$ cat config.mk
export PLATFORM = sky130hd
export DESIGN_NAME = conv55_seq_ctrl_flat
export DESIGN_NICKNAME = d
export VERILOG_FILES = /design/src/rtl/conv55_seq_ctrl_if.sv /design/src/rtl/conv55_seq_ctrl.sv /design/src/flat_wrapper.sv
export SDC_FILE = /design/constraint.sdc
export NUM_CORES = 1
export LEC_CHECK = 0
export CORE_MARGIN = 4
export CORE_UTILIZATION = 60
export DETAILED_ROUTE_END_ITERATION = 8
export DONT_BUFFER_PORTS = 1
export HOLD_SLACK_MARGIN = 0.12
export PLACE_DENSITY = 0.73
export SLEW_MARGIN = 20
export SYNTH_ARGS = -nofsm -noshare
export SYNTH_HDL_FRONTEND = slang
export SYNTH_SLANG_ARGS = --single-unit
$ cat constraint.sdc
create_clock -name clk -period 36.3 [get_ports clk]
set_input_delay 7.26 -clock clk [delete_from_list [all_inputs] [get_ports clk]]
set_output_delay 7.26 -clock clk [all_outputs]
set_load 0.01 [all_outputs]
$ cat src/rtl/conv55_seq_ctrl_if.sv
// Handshake and bus bundle between the 5x5 convolution sequencer and its neighbours:
// the kernel loader, the pixel stream, the datapath and the result sink.
interface conv55_seq_ctrl_if #(
  parameter int DATA_W = 6,
  parameter int TAPS   = 25,
  parameter int OUT_W  = 18
);
  logic                   k_load_start;
  logic                   k_wr_en;
  logic [DATA_W-1:0]      k_wr_data;
  logic                   k_loaded;
  logic                   px_valid;
  logic [DATA_W-1:0]      px_data;
  logic                   px_ready;
  logic [TAPS*DATA_W-1:0] conv_in_data;
  logic [TAPS*DATA_W-1:0] conv_kernel;
  logic [OUT_W-1:0]       conv_result;
  logic                   out_valid;
  logic [OUT_W-1:0]       out_data;
  logic                   out_ready;
  logic                   busy;

  modport master (
    output k_load_start, k_wr_en, k_wr_data, px_valid, px_data, conv_result, out_ready,
    input  k_loaded, px_ready, conv_in_data, conv_kernel, out_valid, out_data, busy
  );

  modport slave (
    input  k_load_start, k_wr_en, k_wr_data, px_valid, px_data, conv_result, out_ready,
    output k_loaded, px_ready, conv_in_data, conv_kernel, out_valid, out_data, busy
  );
endinterface

$ cat src/rtl/conv55_seq_ctrl.sv
// Sequencer for the 5x5 convolution datapath: serial kernel load, 25-pixel window
// collection, fixed settle wait, then result hand-off over valid/ready.
module conv55_seq_ctrl #(
  parameter int DATA_W   = 6,
  parameter int TAPS     = 25,
  parameter int OUT_W    = 18,
  parameter int CONV_LAT = 1
) (
  input  logic              clk,
  input  logic              rst,
  conv55_seq_ctrl_if.slave  bus
);
  localparam int IDX_W = $clog2(TAPS);
  localparam logic [IDX_W-1:0] LAST_IDX = IDX_W'(TAPS-1);
  localparam logic [3:0]       LAT_END  = 4'(CONV_LAT);

  typedef enum logic [2:0] {IDLE, LOAD_K, LOAD_W, COMPUTE, OUT} state_t;

  state_t                        state, state_n;
  logic [IDX_W-1:0]              idx;
  logic [3:0]                    lat_cnt;
  logic [TAPS-1:0][DATA_W-1:0]   pix_q, ker_q;
  logic                          k_loaded;
  logic                          out_valid;
  logic [OUT_W-1:0]              out_data;
  logic                          px_rdy, px_hs, k_wr, at_last, cap;

  assign px_hs   = bus.px_valid & px_rdy;
  assign k_wr    = (state == LOAD_K) & bus.k_wr_en;
  assign at_last = (idx == LAST_IDX);
  // Capture lands CONV_LAT+1 edges after the edge that took the last pixel.
  assign cap     = (state == COMPUTE) && (lat_cnt == LAT_END);

  always_ff @(posedge clk or posedge rst) begin
    if (rst) state <= IDLE;
    else     state <= state_n;
  end

  always_comb begin
    state_n = state;
    px_rdy  = 1'b0;
    case (state)
      IDLE: begin
        // A kernel-load request wins over a pixel offered in the same cycle.
        px_rdy = k_loaded & ~bus.k_load_start;
        if (bus.k_load_start)            state_n = LOAD_K;
        else if (bus.px_valid && px_rdy) state_n = LOAD_W;
      end
      LOAD_K:  if (k_wr && at_last)     state_n = IDLE;
      LOAD_W: begin
        px_rdy = 1'b1;
        if (bus.px_valid && at_last)    state_n = COMPUTE;
      end
      COMPUTE: if (cap)                 state_n = OUT;
      OUT:     if (bus.out_ready)       state_n = IDLE;
      default:                          state_n = IDLE;
    endcase
  end

  always_ff @(posedge clk or posedge rst) begin
    if (rst) begin
      idx       <= '0;
      lat_cnt   <= '0;
      pix_q     <= '0;
      ker_q     <= '0;
      k_loaded  <= 1'b0;
      out_valid <= 1'b0;
      out_data  <= '0;
    end else begin
      case (state)
        IDLE: begin
          if (bus.k_load_start) begin
            idx      <= '0;
            k_loaded <= 1'b0;
          end else if (px_hs) begin
            idx <= IDX_W'(1);
          end
        end
        LOAD_K: if (k_wr) begin
          idx <= at_last ? '0 : idx + IDX_W'(1);
          if (at_last) k_loaded <= 1'b1;
        end
        LOAD_W: if (px_hs) begin
          idx <= at_last ? '0 : idx + IDX_W'(1);
          if (at_last) lat_cnt <= '0;
        end
        COMPUTE: begin
          lat_cnt <= cap ? '0 : lat_cnt + 4'd1;
          if (cap) begin
            out_data  <= bus.conv_result;
            out_valid <= 1'b1;
          end
        end
        OUT: if (bus.out_ready) out_valid <= 1'b0;
        default: ;
      endcase
      for (int i = 0; i < TAPS; i++) begin
        if (px_hs && idx == IDX_W'(i)) pix_q[i] <= bus.px_data;
        if (k_wr  && idx == IDX_W'(i)) ker_q[i] <= bus.k_wr_data;
      end
    end
  end

  assign bus.px_ready     = px_rdy;
  assign bus.k_loaded     = k_loaded;
  assign bus.out_valid    = out_valid;
  assign bus.out_data     = out_data;
  assign bus.busy         = (state != IDLE);
  assign bus.conv_in_data = pix_q;
  assign bus.conv_kernel  = ker_q;
endmodule

$ cat src/flat_wrapper.sv
// flat-port wrapper written by rule: the top's interface ports become plain ports
module conv55_seq_ctrl_flat 
#(
  parameter int DATA_W   = 6,
  parameter int TAPS     = 25,
  parameter int OUT_W    = 18,
  parameter int CONV_LAT = 1
)
  (clk, rst, bus_k_load_start, bus_k_wr_en, bus_k_wr_data, bus_px_valid, bus_px_data, bus_conv_result, bus_out_ready, bus_k_loaded, bus_px_ready, bus_conv_in_data, bus_conv_kernel, bus_out_valid, bus_out_data, bus_busy);
  conv55_seq_ctrl_if #(.DATA_W(DATA_W), .TAPS(TAPS), .OUT_W(OUT_W)) bus_i ();
  input  logic clk;
  input  logic rst;
  input wire logic [$bits(bus_i.k_load_start)-1:0] bus_k_load_start;
  input wire logic [$bits(bus_i.k_wr_en)-1:0] bus_k_wr_en;
  input wire logic [$bits(bus_i.k_wr_data)-1:0] bus_k_wr_data;
  input wire logic [$bits(bus_i.px_valid)-1:0] bus_px_valid;
  input wire logic [$bits(bus_i.px_data)-1:0] bus_px_data;
  input wire logic [$bits(bus_i.conv_result)-1:0] bus_conv_result;
  input wire logic [$bits(bus_i.out_ready)-1:0] bus_out_ready;
  output wire logic [$bits(bus_i.k_loaded)-1:0] bus_k_loaded;
  output wire logic [$bits(bus_i.px_ready)-1:0] bus_px_ready;
  output wire logic [$bits(bus_i.conv_in_data)-1:0] bus_conv_in_data;
  output wire logic [$bits(bus_i.conv_kernel)-1:0] bus_conv_kernel;
  output wire logic [$bits(bus_i.out_valid)-1:0] bus_out_valid;
  output wire logic [$bits(bus_i.out_data)-1:0] bus_out_data;
  output wire logic [$bits(bus_i.busy)-1:0] bus_busy;
  assign bus_i.k_load_start = bus_k_load_start;
  assign bus_i.k_wr_en = bus_k_wr_en;
  assign bus_i.k_wr_data = bus_k_wr_data;
  assign bus_i.px_valid = bus_px_valid;
  assign bus_i.px_data = bus_px_data;
  assign bus_i.conv_result = bus_conv_result;
  assign bus_i.out_ready = bus_out_ready;
  assign bus_k_loaded = bus_i.k_loaded;
  assign bus_px_ready = bus_i.px_ready;
  assign bus_conv_in_data = bus_i.conv_in_data;
  assign bus_conv_kernel = bus_i.conv_kernel;
  assign bus_out_valid = bus_i.out_valid;
  assign bus_out_data = bus_i.out_data;
  assign bus_busy = bus_i.busy;
  conv55_seq_ctrl #(.DATA_W(DATA_W), .TAPS(TAPS), .OUT_W(OUT_W), .CONV_LAT(CONV_LAT)) u_core (.clk(clk), .rst(rst), .bus(bus_i));
endmodule
# Word-level counts from Yosys, hierarchy flattened
# Cells that the tools add are included.
word_totals:
  in_bits: 36
  ff_bits: 332
  out_inout_bits: 322
op_classes:
  n_bitwise: 4
  reduce_logical: 66
  n_mux: 25
  n_eq_ne: 40
  n_addsub: 2
op_table:
  columns: ["cell", "n"]
  rows:
  - ["1-bit logical AND", 53]
  - ["5-bit == test (second input constant)", 9]
  - ["5-bit by 4-bit == test with 1-bit output (second input constant)", 8]
  - ["5-bit two-way mux", 5]
  - ["5-bit by 3-bit == test with 1-bit output (second input constant)", 4]
  - ["3-bit two-way mux", 6]
  - ["3-bit one-hot mux with 5 select lines", 1]
  - ["5-bit one-hot mux with 3 select lines", 1]
  - ["4-bit two-way mux", 3]
  - ["2-bit by 1-bit != test with 1-bit output (second input constant)", 6]
  - ["5-bit by 2-bit == test with 1-bit output (second input constant)", 2]
  - ["4-bit one-hot mux with 2 select lines", 1]
  - ["4-bit AND reduction", 2]
  - ["3-bit by 2-bit == test with 1-bit output (second input constant)", 2]
  - ["2-bit != test (second input constant)", 3]
  - ["3-bit by 2-bit != test with 1-bit output (second input constant)", 2]
  - ["1-bit one-hot mux with 2 select lines", 3]
  - ["3-bit AND reduction", 2]
  - ["2-bit nonzero test", 3]
  - ["3-bit nonzero test", 2]
  - ["5-bit by 1-bit adder with 5-bit output (second input constant)", 1]
  - ["5-bit by 1-bit == test with 1-bit output (second input constant)", 1]
  - ["5-bit zero test", 1]
  - ["1-bit two-way mux", 5]
  - ["9 further kinds", 11]

# Longest topological paths before layout
depth:
  ltp_word: 7
  depth_mapped: 7

# Worst setup path before layout
# OpenSTA, ideal clock, no wires.
synth_timing:
  kind: "input-to-output"
  start: "input port bus_k_load_start"
  end: "output port bus_px_ready"
  path_stages: 2
  slack_ns: 21.077
  arrival_time_ns: 7.963
  t_required_ns: 29.040
  path_cell_list: "nand2b_1 -> a211oi_1"
synth_between:
  elab_chain_len: 3
synth_rtl:
  columns: ["element", "line_no", "text"]
  rows:
  - ["start: declaration", "flat_wrapper.sv:13", "input wire logic [$bits(bus_i.k_load_start)-1:0] bus_k_load_start;"]
  - ["1-bit NOT", "conv55_seq_ctrl.sv:45", "px_rdy = k_loaded & ~bus.k_load_start;"]
  - ["1-bit bitwise AND", "conv55_seq_ctrl.sv:45", null]
  - ["1-bit one-hot mux with 2 select lines", "conv55_seq_ctrl.sv:42", "case (state)"]
  - ["end: declaration", "flat_wrapper.sv:21", "output wire logic [$bits(bus_i.px_ready)-1:0] bus_px_ready;"]
# Every way passes these cells.

# Final worst setup path
# Ends and elaborated chain as after synthesis.

==> summary.txt <==
Logic synthesis
  – Area contributors post-synth: dfrtp_1 (64%), mux2_2 (28%), clkbuf_1 (1.1%)
  – Mapped Nets: slightly below 900
  – Synth warn: 0
  – Synth top area share: 0.643
  – Post-synthesis register bit count: around 330
  – Top FF cell, synth: dfrtp_1
  – Register area share after synthesis: 0.643
  – Avg Cell Area, Syn: approximately 16 sq um
  – Post-Synthesis Cell Area: between 10,000 and 15,000 sq um
  – Cell accounting for the most synthesized area: dfrtp_1
  – Post-synth ARST share: 1.00
  – Synthesized netlist cell count: between 800 and 900
  – Post-synth EDFFs: 0
  – Yosys cell types: 37

GRT
  – Pin count of the biggest net entering global routing: 177
  – Initial antenna violation count: 0
  – Vias in the first global route: 7,729
  – GR Util All Layers: 0.265
  – Global route overflow: 0
  – First-pass GRT wire length: approximately 49,000 um

Die
  – Die H: between 150 and 200 um
  – Site row count: 53
  – Initial core utilization: 0.613
  – I/O pins: approximately 360
  – Die width: 155 um
  – Die ar.: 24,000 sq um
  – Core Area: between 20,000 and 25,000 sq um

Clocking
  – Setup bufs post-CTS: 0
  – H-tree lvl count: 2
  – CTS Buf Count: 34
  – Clk buf depth: 3
  – Cts hold-fix bufs: 0
  – PostCTS Resize Cnt: 0
  – Worst skew pair latency: around 500 ps
  – CTS tree: yes
  – CTS clk-pin slew, worst paths: about 60 ps
  – # clock sinks: 332
  – Root Buffer: clkbuf_16

STA
  – Crit path time final: 15,450 ps
  – Max_slew headroom: 0.311
  – Clk_skew: approximately 9.5 ps
  – Setup TNS: 0 ps
  – # setup viols final: 0
  – Slew @ Worst Pin: between 1000 and 1500 ps
  – Final Hold Fails: 0
  – Final Max Slew Viols: 0
  – F_max: 64.7 MHz
  – Tcrit/Tclk final: 0.426
  – Unrepaired setup endpoints after global routing: no

Place
  – Final GP Congestion: a little under 0.8
  – Post-DP HPWL: between 20,000 and 25,000 um
  – Buffers on Ports: 0
  – Dpl cells: roughly 1,100

Hold path
  – Hold_sp: u_core.lat_cnt[1]
  – Hold Crit Class: register to register
  – Hold EP: u_core.lat_cnt[1]
  – Hold depth: 1

Worst setup path
  – Critical path origin: bus_k_load_start
  – WP data arrival: 8190 ps
  – CP cell instances: nand2b_1 -> a211oi_1
  – CP max stage cell: a211oi_1
  – Delay-heaviest family, CP: compound AO/OA/AOI/OAI gates
  – WS Path Type: primary input to output port
  – Reg2reg path depth: 4
  – Worst path bufs/invs: 0
  – Reg-to-reg startpoint: u_core.state[0]
  – Critical Path Max Stage Delay: 680 ps
  – RR Endpoint: u_core.bus.conv_in_data[111]
  – R2R setup slack: between 30,000 and 40,000 ps
  – Crit end category: output port
  – Critical path fanouts, max: 7
  – Worst Path Required: roughly 29,000 ps
  – Critical Path Source Type: primary input

Route
  – Final WL: ~32,000 um
  – DRC: 0
  – First-pass DRT Iterations: 4
  – Wire per inst: 28.3 um
  – Detailed-route via count: 7,051
  – Via/cell ratio: between 6 and 7
  – Initial drt markers: 333
  – DRT antenna net count: 0

Power
  – Switching Share: 0.307
  – LEAKAGE: about 7.1 nW
  – Cell Pwr Density: 75.2 nW/um^2
  – Clock power frac: 0.325
  – Comb power frac: 0.144
  – Internal: approximately 750 uW
  – Sw Pwr: 330 uW
  – Sequential cell fraction of total power: 0.531
  – Worst VDD drop: 51.8 uV

Flow run
  – Max-Cap Viols: 0

Cells and area
  – Share of cells above drive strength 1: 0.453
  – Register area: 8310 sq um
  – N_diodes: 0
  – Fill cells: 1,418
  – Final Non-Filler Cells: around 1,100
  – Area grow syn2layout: 10.7%
  – Fin nets: between 800 and 900
  – Area of the multi-input gates: roughly 4400 sq um

Run status
  – Outcome: complete, no violations
-- registers in the layout, summed over array words and instances, names as in the netlist --
name / cells
u_core.bus.conv_in_data: 150
u_core.lat_cnt: 4
u_core.bus.conv_kernel: 150
u_core.idx: 5
u_core.state: 3
u_core.bus.k_loaded: 1
u_core.bus.out_data: 18
u_core.bus.out_valid: 1
-- Yosys cell counts (4+ instances only) --
library cell,number
a21oi_1,4
nor2b_1,5
and2_1,4
inv_1,10
clkbuf_1,37
nor2_1,4
and3_1,6
nand3_1,17
mux2_2,321
nand2_1,33
nor3_1,4
ha_1,7
o21ai_0,4
dfrtp_1,332
-- metal layers --
metal	wire (um)	track usage
met2	15800	0.443
met5	0	0
met1	11800	0.315
met3	3520	0.109
met4	807	0.0849
-- cell families after synthesis --
kind of cell / count (synthesis) / synth area share
AO/OA/AOI/OAI: 27 / 0.0167
XOR/XNOR: 2 / 0.00136
adder cells (fa/ha/maj): 7 / 0.00678
buffers and inverters: 47 / 0.0136
flip-flops: 332 / 0.643
multiplexers: 322 / 0.280
AND/OR/NAND/NOR: 91 / 0.0383
-- through the flow --
stage | worst slack, ps | cell area [sq um] | utilization | hold WS [ps] | power [mW]
floorplan | 19840 | 12900 | - | 503 | 0.668
global placement | 20850 | 13200 | 0.624 | 519 | 0.719
detailed placement | 20860 | 13200 | 0.624 | 550 | 0.735
CTS | 20840 | 14300 | 0.678 | 569 | 1.08
global route | 20720 | 14300 | 0.678 | 590 | 1.12
finish | 20850 | 14300 | 0.678 | 568 | 1.08
-- cell usage in the layout, fill, tap and decap left out, types with 2 or more instances in the layout --
cell type,n
and2_1,4
nor3_1,4
o31ai_1,2
a21oi_1,4
clkbuf_1,7
xnor2_1,2
o2bb2ai_1,3
mux2_2,321
a211oi_1,3
or3b_2,3
and3_1,6
a21o_1,3
clkbuf_16,37
nand2_1,33
nor3b_2,3
o21ai_0,4
inv_1,9
bufinv_16,2
clkinvlp_4,2
ha_1,7
nand4_1,3
clkbuf_8,5
o22ai_1,2
nor2_1,4
nand3_1,17
dfrtp_1,332
nand2b_1,3
clkinv_2,8
nor2b_1,5
-- area by class of cell --
class	count	area share
timing repair buffer	2	0.00192
tap	275	0.0241
inverter	10	0.00350
sequential	332	0.581
clock buffer	49	0.0714
multi-input combinational	449	0.310
clock inverter	12	0.00805
-- power groups by stage --
stage / Combinational [mW] / Clock (mW) / Sequential (mW)
after CTS: 0.157 / 0.354 / 0.572
after detailed placement: 0.157 / 0 / 0.578
after global routing: 0.171 / 0.371 / 0.581
final: 0.155 / 0.350 / 0.571
after global placement: 0.146 / 0 / 0.573
after floorplan: 0.133 / 0 / 0.536
-- worst max path at each step --
stage	endpoint	cells past startpoint	slack (ps)
after floorplan	u_core.bus.conv_in_data[0]	1	19840
after global placement	bus_px_ready	2	20850
after detailed placement	bus_px_ready	2	20860
after CTS	bus_px_ready	2	20840
after global routing	bus_px_ready	2	20720
final	bus_px_ready	2	20850
No activity file was read; power rests on OpenSTA's default activity.
